## src/rtl/uart_tx_fifo_pkg.sv

```systemverilog
// Shared definitions for the UART transmit path: serializer state encoding and default baud divider.
package uart_tx_fifo_pkg;

    // 40 MHz system clock at 9600 baud.
    localparam int DEFAULT_CLKS_PER_BIT = 4167;

    typedef enum logic [1:0] {
        IDLE  = 2'd0,
        START = 2'd1,
        DATA  = 2'd2,
        STOP  = 2'd3
    } uart_state_e;

endpackage

```

## src/rtl/uart_tx_fifo_sync_fifo.sv

```systemverilog
// Single-clock FIFO with flush; head entry is visible on rd_data without a read latency.
module sync_fifo #(
    parameter  int DEPTH = 8,
    parameter  int WIDTH = 8,
    localparam int PTR_W = $clog2(DEPTH),
    localparam int LVL_W = PTR_W + 1
) (
    input  logic             clock,
    input  logic             resetb,
    input  logic             push,
    input  logic             pop,
    input  logic             clear,
    input  logic [WIDTH-1:0] wr_data,
    output logic [WIDTH-1:0] rd_data,
    output logic [LVL_W-1:0] level,
    output logic             full,
    output logic             empty
);

    logic [WIDTH-1:0] mem [DEPTH];
    logic [PTR_W-1:0] wr_ptr;
    logic [PTR_W-1:0] rd_ptr;
    logic             do_push;
    logic             do_pop;

    assign full    = (level == LVL_W'(DEPTH));
    assign empty   = (level == '0);
    assign do_push = push & ~full;
    assign do_pop  = pop & ~empty;
    assign rd_data = mem[rd_ptr];

    // NOTE: state registers use non-blocking assignments so every flop samples pre-edge values.
    always_ff @(posedge clock) begin
        if (!resetb) begin
            wr_ptr <= '0;
            rd_ptr <= '0;
            level  <= '0;
        end else if (clear) begin
            // A pop on a flush edge has already handed its data downstream; the rest is discarded.
            wr_ptr <= '0;
            rd_ptr <= '0;
            level  <= '0;
        end else begin
            if (do_push) wr_ptr <= wr_ptr + 1'b1;
            if (do_pop)  rd_ptr <= rd_ptr + 1'b1;
            level <= level + LVL_W'(do_push) - LVL_W'(do_pop);
        end
    end

    // NOTE: storage has no reset; the level and pointers alone decide which entries are valid.
    always_ff @(posedge clock) begin
        if (resetb && !clear && do_push) mem[wr_ptr] <= wr_data;
    end

endmodule

```

## src/rtl/uart_tx_fifo.sv

```systemverilog
// 8N1 UART transmitter for mprj_io[6]: write handshake into a FIFO, drained back-to-back by a
// fixed-divider serializer.
module uart_tx_fifo
    import uart_tx_fifo_pkg::*;
#(
    parameter  int CLKS_PER_BIT = DEFAULT_CLKS_PER_BIT,
    parameter  int FIFO_DEPTH   = 8,
    parameter  int DATA_W       = 8,
    localparam int LVL_W        = $clog2(FIFO_DEPTH) + 1
) (
    input  logic              clock,
    input  logic              resetb,
    input  logic              wr_valid,
    input  logic [DATA_W-1:0] wr_data,
    output logic              wr_ready,
    input  logic              clear,
    output logic              tx,
    output logic              tx_busy,
    output logic              tx_done,
    output logic [LVL_W-1:0]  fifo_level
);

    localparam int BAUD_W = $clog2(CLKS_PER_BIT);
    localparam int BIT_W  = $clog2(DATA_W);
    localparam logic [BAUD_W-1:0] BAUD_LAST = BAUD_W'(CLKS_PER_BIT - 1);
    localparam logic [BIT_W-1:0]  BIT_LAST  = BIT_W'(DATA_W - 1);

    uart_state_e       state, state_nxt;
    logic [BAUD_W-1:0] baud_cnt, baud_nxt;
    logic [BIT_W-1:0]  bit_cnt, bit_nxt;
    logic [DATA_W-1:0] shift_reg, shift_nxt;
    logic              tx_nxt, done_nxt, busy_nxt;
    logic [LVL_W-1:0]  level_nxt;
    logic [DATA_W-1:0] fifo_head;
    logic              push, pop, full, empty, baud_last;

    // No bypass: acceptance depends only on the registered fill level.
    assign wr_ready = ~full;
    assign push     = wr_valid & ~full;

    sync_fifo #(
        .DEPTH (FIFO_DEPTH),
        .WIDTH (DATA_W)
    ) u_fifo (
        .clock   (clock),
        .resetb  (resetb),
        .push    (push),
        .pop     (pop),
        .clear   (clear),
        .wr_data (wr_data),
        .rd_data (fifo_head),
        .level   (fifo_level),
        .full    (full),
        .empty   (empty)
    );

    // NOTE: every output of this block gets a default first, so no path can infer a latch.
    always_comb begin
        state_nxt = state;
        baud_nxt  = baud_cnt + 1'b1;
        bit_nxt   = bit_cnt;
        shift_nxt = shift_reg;
        tx_nxt    = tx;
        done_nxt  = 1'b0;
        pop       = 1'b0;
        baud_last = (baud_cnt == BAUD_LAST);

        case (state)
            IDLE: begin
                baud_nxt = '0;
                tx_nxt   = 1'b1;
                if (!empty) begin
                    pop       = 1'b1;
                    shift_nxt = fifo_head;
                    tx_nxt    = 1'b0;
                    state_nxt = START;
                end
            end
            START: begin
                if (baud_last) begin
                    baud_nxt  = '0;
                    bit_nxt   = '0;
                    tx_nxt    = shift_reg[0];
                    state_nxt = DATA;
                end
            end
            DATA: begin
                if (baud_last) begin
                    baud_nxt = '0;
                    if (bit_cnt == BIT_LAST) begin
                        tx_nxt    = 1'b1;
                        state_nxt = STOP;
                    end else begin
                        shift_nxt = shift_reg >> 1;
                        bit_nxt   = bit_cnt + 1'b1;
                        tx_nxt    = shift_reg[1];
                    end
                end
            end
            STOP: begin
                if (baud_last) begin
                    done_nxt = 1'b1;
                    baud_nxt = '0;
                    // Chain straight into the next start bit so queued bytes leave with no idle gap.
                    if (!empty) begin
                        pop       = 1'b1;
                        shift_nxt = fifo_head;
                        tx_nxt    = 1'b0;
                        state_nxt = START;
                    end else begin
                        state_nxt = IDLE;
                    end
                end
            end
            default: state_nxt = IDLE;
        endcase

        // Mirror of the FIFO's occupancy update so tx_busy can be registered alongside it.
        level_nxt = clear ? '0 : fifo_level + LVL_W'(push) - LVL_W'(pop);
        busy_nxt  = (state_nxt != IDLE) | (level_nxt != '0);
    end

    always_ff @(posedge clock) begin
        if (!resetb) begin
            state     <= IDLE;
            baud_cnt  <= '0;
            bit_cnt   <= '0;
            shift_reg <= '0;
            tx        <= 1'b1;
            tx_done   <= 1'b0;
            tx_busy   <= 1'b0;
        end else begin
            state     <= state_nxt;
            baud_cnt  <= baud_nxt;
            bit_cnt   <= bit_nxt;
            shift_reg <= shift_nxt;
            tx        <= tx_nxt;
            tx_done   <= done_nxt;
            tx_busy   <= busy_nxt;
        end
    end

endmodule
```

## config.mk

```make
export PLATFORM = sky130hd
export DESIGN_NAME = uart_tx_fifo
export DESIGN_NICKNAME = d
export VERILOG_FILES = /design/src/rtl/uart_tx_fifo_pkg.sv /design/src/rtl/uart_tx_fifo_sync_fifo.sv /design/src/rtl/uart_tx_fifo.sv
export SDC_FILE = /design/constraint.sdc
export NUM_CORES = 1
export LEC_CHECK = 0
export BUFFER_PORTS_ARGS = -buffer_cell sky130_fd_sc_hd__buf_2
export CORE_ASPECT_RATIO = 0.75
export CORE_MARGIN = 8
export CORE_UTILIZATION = 66
export CTS_CLUSTER_DIAMETER = 100
export DETAILED_ROUTE_END_ITERATION = 12
export GPL_ROUTABILITY_DRIVEN = 0
export PLACE_DENSITY = 0.84
export SYNTH_ARGS = -nofsm -noshare
export SYNTH_HDL_FRONTEND = slang
export SYNTH_HIERARCHICAL = 1
export SYNTH_SLANG_ARGS = --single-unit
```

## constraint.sdc

```tcl
create_clock -name clock -period 7.9 [get_ports clock]
set_clock_uncertainty 0.2 [all_clocks]
set_input_delay 0.395 -clock clock [delete_from_list [all_inputs] [get_ports clock]]
set_output_delay 0.395 -clock clock [all_outputs]
set_load 0.01 [all_outputs]
```

# Word-level counts from Yosys, hierarchy flattened
# Memories as Yosys holds them, arrays and structs flattened. A register that Yosys moved wholly into a read port is not among the register bits.
# Index checks and enable logic that the tools add are counted.
[word_totals] latchBits=0 out_inout_bits=8 ff_bits=39 memories=1 rom_bits=0 ramBits=64
[classes] muxes=34 mul=0 eq_ne=11 bitwise=7 magnitude_cmp=0 addsub=8 div=0 n_shift=0 n_reduce_logical=15
[mem_list] name="u_fifo.mem" depth=8 width=8 rd=1 rd_ports_with_merged_regs=1 wr=1 line="uart_tx_fifo_sync_fifo.sv:20" rtl="logic [WIDTH-1:0] mem [DEPTH];"
[ops] op="$mux W8" n=4
[ops] op="$pmux W13 S2" n=1
[ops] op="$pmux W8 S3" n=1
[ops] op="$mux W3" n=5
[ops] op="$add A13 B1 Y13 const B" n=1
[ops] op="$eq A13 B13 Y1 const B" n=1
[ops] op="$mux W13" n=1
[ops] op="$mux W1" n=12
[ops] op="$reduce_and A4 Y1" n=3
[ops] op="$mux W2" n=5
[ops] op="$ne A2 B2 Y1 const B" n=5
[ops] op="$add A3 B1 Y3 const B" n=3
[ops] op="$add A4 B1 Y4" n=2
[ops] op="$pmux W2 S4" n=1
[ops] op="$sub A4 B1 Y4" n=2
[ops] op="$pmux W3 S2" n=1
[ops] op="$eq A2 B2 Y1 const B" n=2
[ops] op="$eq A4 B4 Y1 const B" n=1
[ops] op="$logic_not A4 Y1" n=1
[ops] op="$mux W4" n=1
[ops] op="$pmux W1 S4" n=1
[ops] op="$reduce_bool A2 Y1" n=2
[ops] op="$reduce_bool A4 Y1" n=1
[ops] op="$and A1 B1 Y1" n=3
[ops] op="12 further kinds" n=15

# Logic depth before layout (Yosys ltp)
[depth] depth_word=8 depth_mapped=14

# Modules after synthesis
# Netlist, hierarchy kept.
[modules_own_cells] mod="sync_fifo" area_each_um2=3170.5 n_inst=1 seq_area_each_um2=2182.1 cells_per_inst=176
[modules_own_cells] mod="uart_tx_fifo" area_each_um2=1621.6 n_inst=1 seq_area_each_um2=580.6 cells_per_inst=182

# Worst setup path before layout
# No wires, ideal clock.
[synth_timing] path_type="flip-flop to flip-flop" from="register u_fifo.level[2]" to="memory u_fifo.mem[1][0], enable pin" stages_incl_launch_ff=11 synth_period_minus_slack_ns=3.196 n_path_buf=0 required_ns=7.315 slack_ns=4.704 t_arrival_ns=2.610 cell_sequence="dfxtp_1 inv_1 ha_1 or3b_2 inv_1 inv_1 nand2_1 inv_1 inv_1 or4_4 nor3b_1"
[synth_via] elab_chain_cells=7
[synth_lines] element="from (decl)" line="uart_tx_fifo_sync_fifo.sv:15" rtl="output logic [LVL_W-1:0] level,"
[synth_lines] element="from (signal assigned)" line="uart_tx_fifo_sync_fifo.sv:46" rtl="level <= level + LVL_W'(do_push) - LVL_W'(do_pop);"
[synth_lines] element="$eq A4 B4 Y1" line="uart_tx_fifo_sync_fifo.sv:26" rtl="assign full = (level == LVL_W'(DEPTH));"
[synth_lines] element="via full" line="uart_tx_fifo.sv:35" rtl="logic push, pop, full, empty, baud_last;"
[synth_lines] element="$not A1 Y1"
[synth_lines] element="via wr_ready" line="uart_tx_fifo.sv:15" rtl="output logic wr_ready,"
[synth_lines] element="$and A1 B1 Y1" line="uart_tx_fifo.sv:39" rtl="assign push = wr_valid & ~full;"
[synth_lines] element="via push" line="uart_tx_fifo.sv:35"
[synth_lines] element="$and A1 B1 Y1" line="uart_tx_fifo_sync_fifo.sv:28" rtl="assign do_push = push & ~full;"
[synth_lines] element="$logic_and A1 B1 Y1" line="uart_tx_fifo_sync_fifo.sv:52" rtl="if (resetb && !clear && do_push) mem[wr_ptr] <= wr_data;"
[synth_lines] element="$mux W1" line="uart_tx_fifo_sync_fifo.sv:52"
[synth_lines] element="$mux W1 (not written as such)" line="uart_tx_fifo_sync_fifo.sv:52"
[synth_lines] element="to (decl)" line="uart_tx_fifo_sync_fifo.sv:20"
# The timed path passes the listed nets, and every way through them passes these cells.

# Final worst setup path
[layout_timing] from="register baud_cnt[1]" to="register tx_busy"
[layout_via] elab_chain_cells=7
[layout_lines] element="from (decl)" line="uart_tx_fifo.sv:29" rtl="logic [BAUD_W-1:0] baud_cnt, baud_nxt;"
[layout_lines] element="from (signal assigned)" line="uart_tx_fifo.sv:134" rtl="baud_cnt <= baud_nxt;"
[layout_lines] element="$eq A13 B13 Y1" line="uart_tx_fifo.sv:66" rtl="baud_last = (baud_cnt == BAUD_LAST);"
[layout_lines] element="$mux W1" line="uart_tx_fifo.sv:101" rtl="if (baud_last) begin"
[layout_lines] element="$pmux W1 S2" line="uart_tx_fifo.sv:68" rtl="case (state)"
[layout_lines] element="via pop" line="uart_tx_fifo.sv:35"
[layout_lines] element="$sub A4 B1 Y4" line="uart_tx_fifo.sv:119" rtl="level_nxt = clear ? '0 : fifo_level + LVL_W'(push) - LVL_W'(pop);"
[layout_lines] element="$mux W4" line="uart_tx_fifo.sv:119"
[layout_lines] element="$reduce_bool A4 Y1" line="uart_tx_fifo.sv:120" rtl="busy_nxt = (state_nxt != IDLE) | (level_nxt != '0);"
[layout_lines] element="$or A1 B1 Y1" line="uart_tx_fifo.sv:120"
[layout_lines] element="to (signal assigned)" line="uart_tx_fifo.sv:139" rtl="tx_busy <= busy_nxt;"
[layout_lines] element="to (decl)" line="uart_tx_fifo.sv:18" rtl="output logic tx_busy,"
# The timed path passes the listed nets, and every way through them passes these cells.
# A chain may end at the register's enable or synchronous reset.

==> parameters.txt <==
Parameter                              Value

Setup path
  Critical path start-end classification ... flop to flop
  Cell count of the worst reg-to-reg path ... 12
  Sort of element at the start of the critical path ... flop
  CP cell instances ... ha_1, and4bb_2, and3_1, nand2_1, a211oi_1, ha_1, inv_1, ha_1, fa_1, nor3_1, a21o_1, a31oi_1
  Launch instance of the worst register-to-register path ... baud_cnt[1]
  Capture point of the worst reg-to-reg path ... tx_busy
  Stages on worst setup path ... 12
  Endpoint kind of the worst setup timing path ... flop
  Worst Path Buf+Inv ... 1
  Data arrival, critical path ... 3670 ps
  Crit-path leading delay family ... adder cells
  Max FO, Critical Path ... 6
  Slack of the worst reg-to-reg path ... 4270 ps
  Startpoint of the most critical setup path ... baud_cnt[1]
  Most numerous cell on the critical path ... ha_1
  Worst stage delay on the critical path ... 630 ps
  CP max-delay cell ... a211oi_1
  End point of the critical path ... tx_busy
  Required time at the worst-slack endpoint ... 7940 ps

STA
  Share of the clock period used by the worst path after layout ... 45.9%
  Final Slew Violations ... 0
  Worst path setup slack after routing ... 4270 ps
  Achievable Freq ... 0.276 GHz
  Final sum of negative setup slack ... 0 ps
  Actual slew at the worst max-slew pin ... 969 ps
  Normalized max-slew margin ... 35.1%
  Post-layout minimum cycle time ... 3630 ps
  Number of hold-slack violations in the final timing report ... 0
  Unrepaired setup endpoints after global routing ... false
  Setup violators final ... 0

Floorplanning
  Die height ... 89.8 microns
  Starting density of the core ... 66.6%
  Die Span X ... 114 microns
  Standard cell core area ... 7200 sq um
  Core Rows ... 27
  Full die area ... 10300 sq um
  Count of pins on the block boundary ... 20

Synth
  Mapped Avg Cell Area ... 13.4 sq um
  Number of instances in the synthesized netlist ... 358
  Synth Flop Type ... edfxtp_1
  Cell accounting for the most synthesized area ... edfxtp_1
  Summed instance area of the synthesized netlist ... 4790 sq um
  Async set-or-reset flop fraction in the synthesized netlist ... 0%
  Cell with the most instances after synthesis ... edfxtp_1
  Sequential cell area fraction in the yosys report ... 57.7%
  Post-synth net total ... 391
  Number of enable-type register cells in the synthesized netlist ... 64
  Largest cells by area after synthesis ... edfxtp_1 (40%), dfxtp_1 (18%), mux4_1 (8.2%)
  Cell types with the highest counts after synthesis ... edfxtp_1 (64), dfxtp_1 (42), nor2_1 (34)
  Cell variety after synth ... 45
  Number of synthesized register bits ... 106
  Synth top area share ... 40.1%
  Number of warnings reported in the yosys synthesis log ... 6

Min path
  Class of the most critical hold timing path ... primary input to flop
  Hold path cells ... 1

Clock network
  H-tree levels ... 3
  Post-CTS Hold Buffers ... 0
  Cell at the root of the clock tree ... clkbuf_8
  Clock Sink Count ... 106
  Num CTS Buffers ... 9
  Clk Latency, worst-skew pair ... 380 ps
  CTS max path bufs ... 2
  CTS tree ... yes
  CTS-repair resized insts ... 0
  Post-CTS setup buffer count ... 0
  Clock Pin Slew Worst Setup and Hold Paths ... 120 ps

Layout
  Share of final-layout standard cells stronger than drive strength 1 ... 15.6%
  Combined area of the multi-input logic cells ... 1870 sq um
  Total of fill cells in the finished design ... 463
  Layout Utilization ... 71.8%
  Antenna Diode Count ... 0
  Layout-stage area growth over the synthesis result ... 7.86%
  Count of nets after finishing ... 413
  Flip-flop count of the largest register, all copies and words added ... 64
  Number of non-filler instances in the completed layout ... 486
  Reg area ... 2760 sq um

Drt
  Per-cell via count in the routed design ... 5.78
  DRT antenna net count ... 0
  DRT iter0 DRCs ... 142
  Number of vias in the routed layout ... 2809
  WL per Instance ... 17.2 microns
  DR pass1 iterations ... 4
  Aggregate routed wire length ... 8.34 mm
  Detailed-route DRC error count ... 0

Placement
  HPWL Detailed ... 5.72 mm
  Port Buf Inserts ... 19
  Placed cell count ... 470
  Post-placement setup slack ... 4330 ps

Power and ir drop
  Seq pwr share ... 53.8%
  Relative contribution of combinational cells to total power ... 17.9%
  Clock share of power ... 28.3%
  Worst vdd rail ir drop ... 0.120 mV
  Switching share of power ... 30.0%
  Power per standard cell area ... 228 nW/um^2
  Overall power ... 1.18 mW
  Leakage ... 1.77 nW
  Cell-internal power ... 0.823 mW
  Psw ... 0.354 mW

Global route
  All-Layer GR Usage ... 17.3%
  Overflow after GRT ... 0
  Number of global-route vias before repair ... 2751
  Global-route wire length before repair ... 13.8 mm
  Pin count of the biggest net entering global routing ... 23
  Antenna violations before repair ... 0

Run
  Maxcap violations ... 0

Outcome
  Result of the run ... finished, final reports clean
power groups by stage:
stage                     sequential, mW  clock (mW)  combinational (mW)
after floorplan                    0.643           0               0.166
after detailed placement           0.645           0               0.209
after global routing               0.636       0.360               0.240
after CTS                          0.633       0.341               0.212
after global placement             0.643           0               0.202
final                              0.633       0.333               0.211
layer usage:
metal	vias to the layer above	global-route usage [%]	share of wire, %
li1	1382	-	-
met1	1354	23.6	49
met2	58	25.9	45
met3	15	4.07	3.8
met4	0	6.85	2.0
met5	-	0	0
worst min path at each step:
| stage | startpoint | endpoint |
|---|---|---|
| global route | wr_data[7] | u_fifo/mem[0][7] |
| global placement | bit_cnt[1] | bit_cnt[1] |
| detailed placement | bit_cnt[1] | bit_cnt[1] |
| CTS | wr_data[2] | u_fifo/mem[1][2] |
| floorplan | bit_cnt[1] | bit_cnt[1] |
| finish | wr_data[2] | u_fifo/mem[6][2] |
cells in the final DEF, fill, tap and decap left out, types with 3 or more instances in the layout:
master | netlist | routed
edfxtp_1 | 64 | 64
dfxtp_1 | 42 | 42
nor2_1 | 34 | 34
a21oi_1 | 22 | 22
inv_1 | 20 | 20
ha_1 | 19 | 19
buf_2 | 3 | 19
nand2_1 | 17 | 17
mux4_1 | 15 | 15
nand3_1 | 14 | 14
xor2_1 | 11 | 11
o21ai_0 | 10 | 10
clkbuf_8 | 0 | 9
mux2i_1 | 8 | 8
mux2_2 | 8 | 8
a211oi_1 | 7 | 7
nor3_1 | 5 | 5
xnor2_1 | 5 | 5
nand4_1 | 4 | 4
nand2b_1 | 4 | 4
or3_1 | 4 | 4
buf_4 | 0 | 4
a211oi_2 | 3 | 3
a21o_1 | 3 | 3
kinds of logic after synthesis:
group           after synthesis  share of synthesized area [%]
simple gates                 98                           11.0
fa+ha+maj                    21                           5.80
buf+inv                      32                           3.24
xor+xnor                     16                           2.92
mux                          32                           12.2
flops                       106                           57.7
compound gates               53                           7.10
cell type report:
cell class / count / area share, %
Sequential cell: 106 / 53.4
Multi-Input combinational cell: 220 / 36.3
Tap cell: 101 / 2.44
Timing Repair Buffer: 23 / 2.42
Clock buffer: 9 / 2.40
Clock inverter: 7 / 1.57
Inverter: 20 / 1.45
per-stage QoR:
step	hold WS, ps	instance area, sq um
finish	74.6	5170
global route	69.3	5170
CTS	59.1	5170
detailed placement	252	4960
global placement	243	4960
floorplan	236	4790
Power figures use the tool's default switching activity.
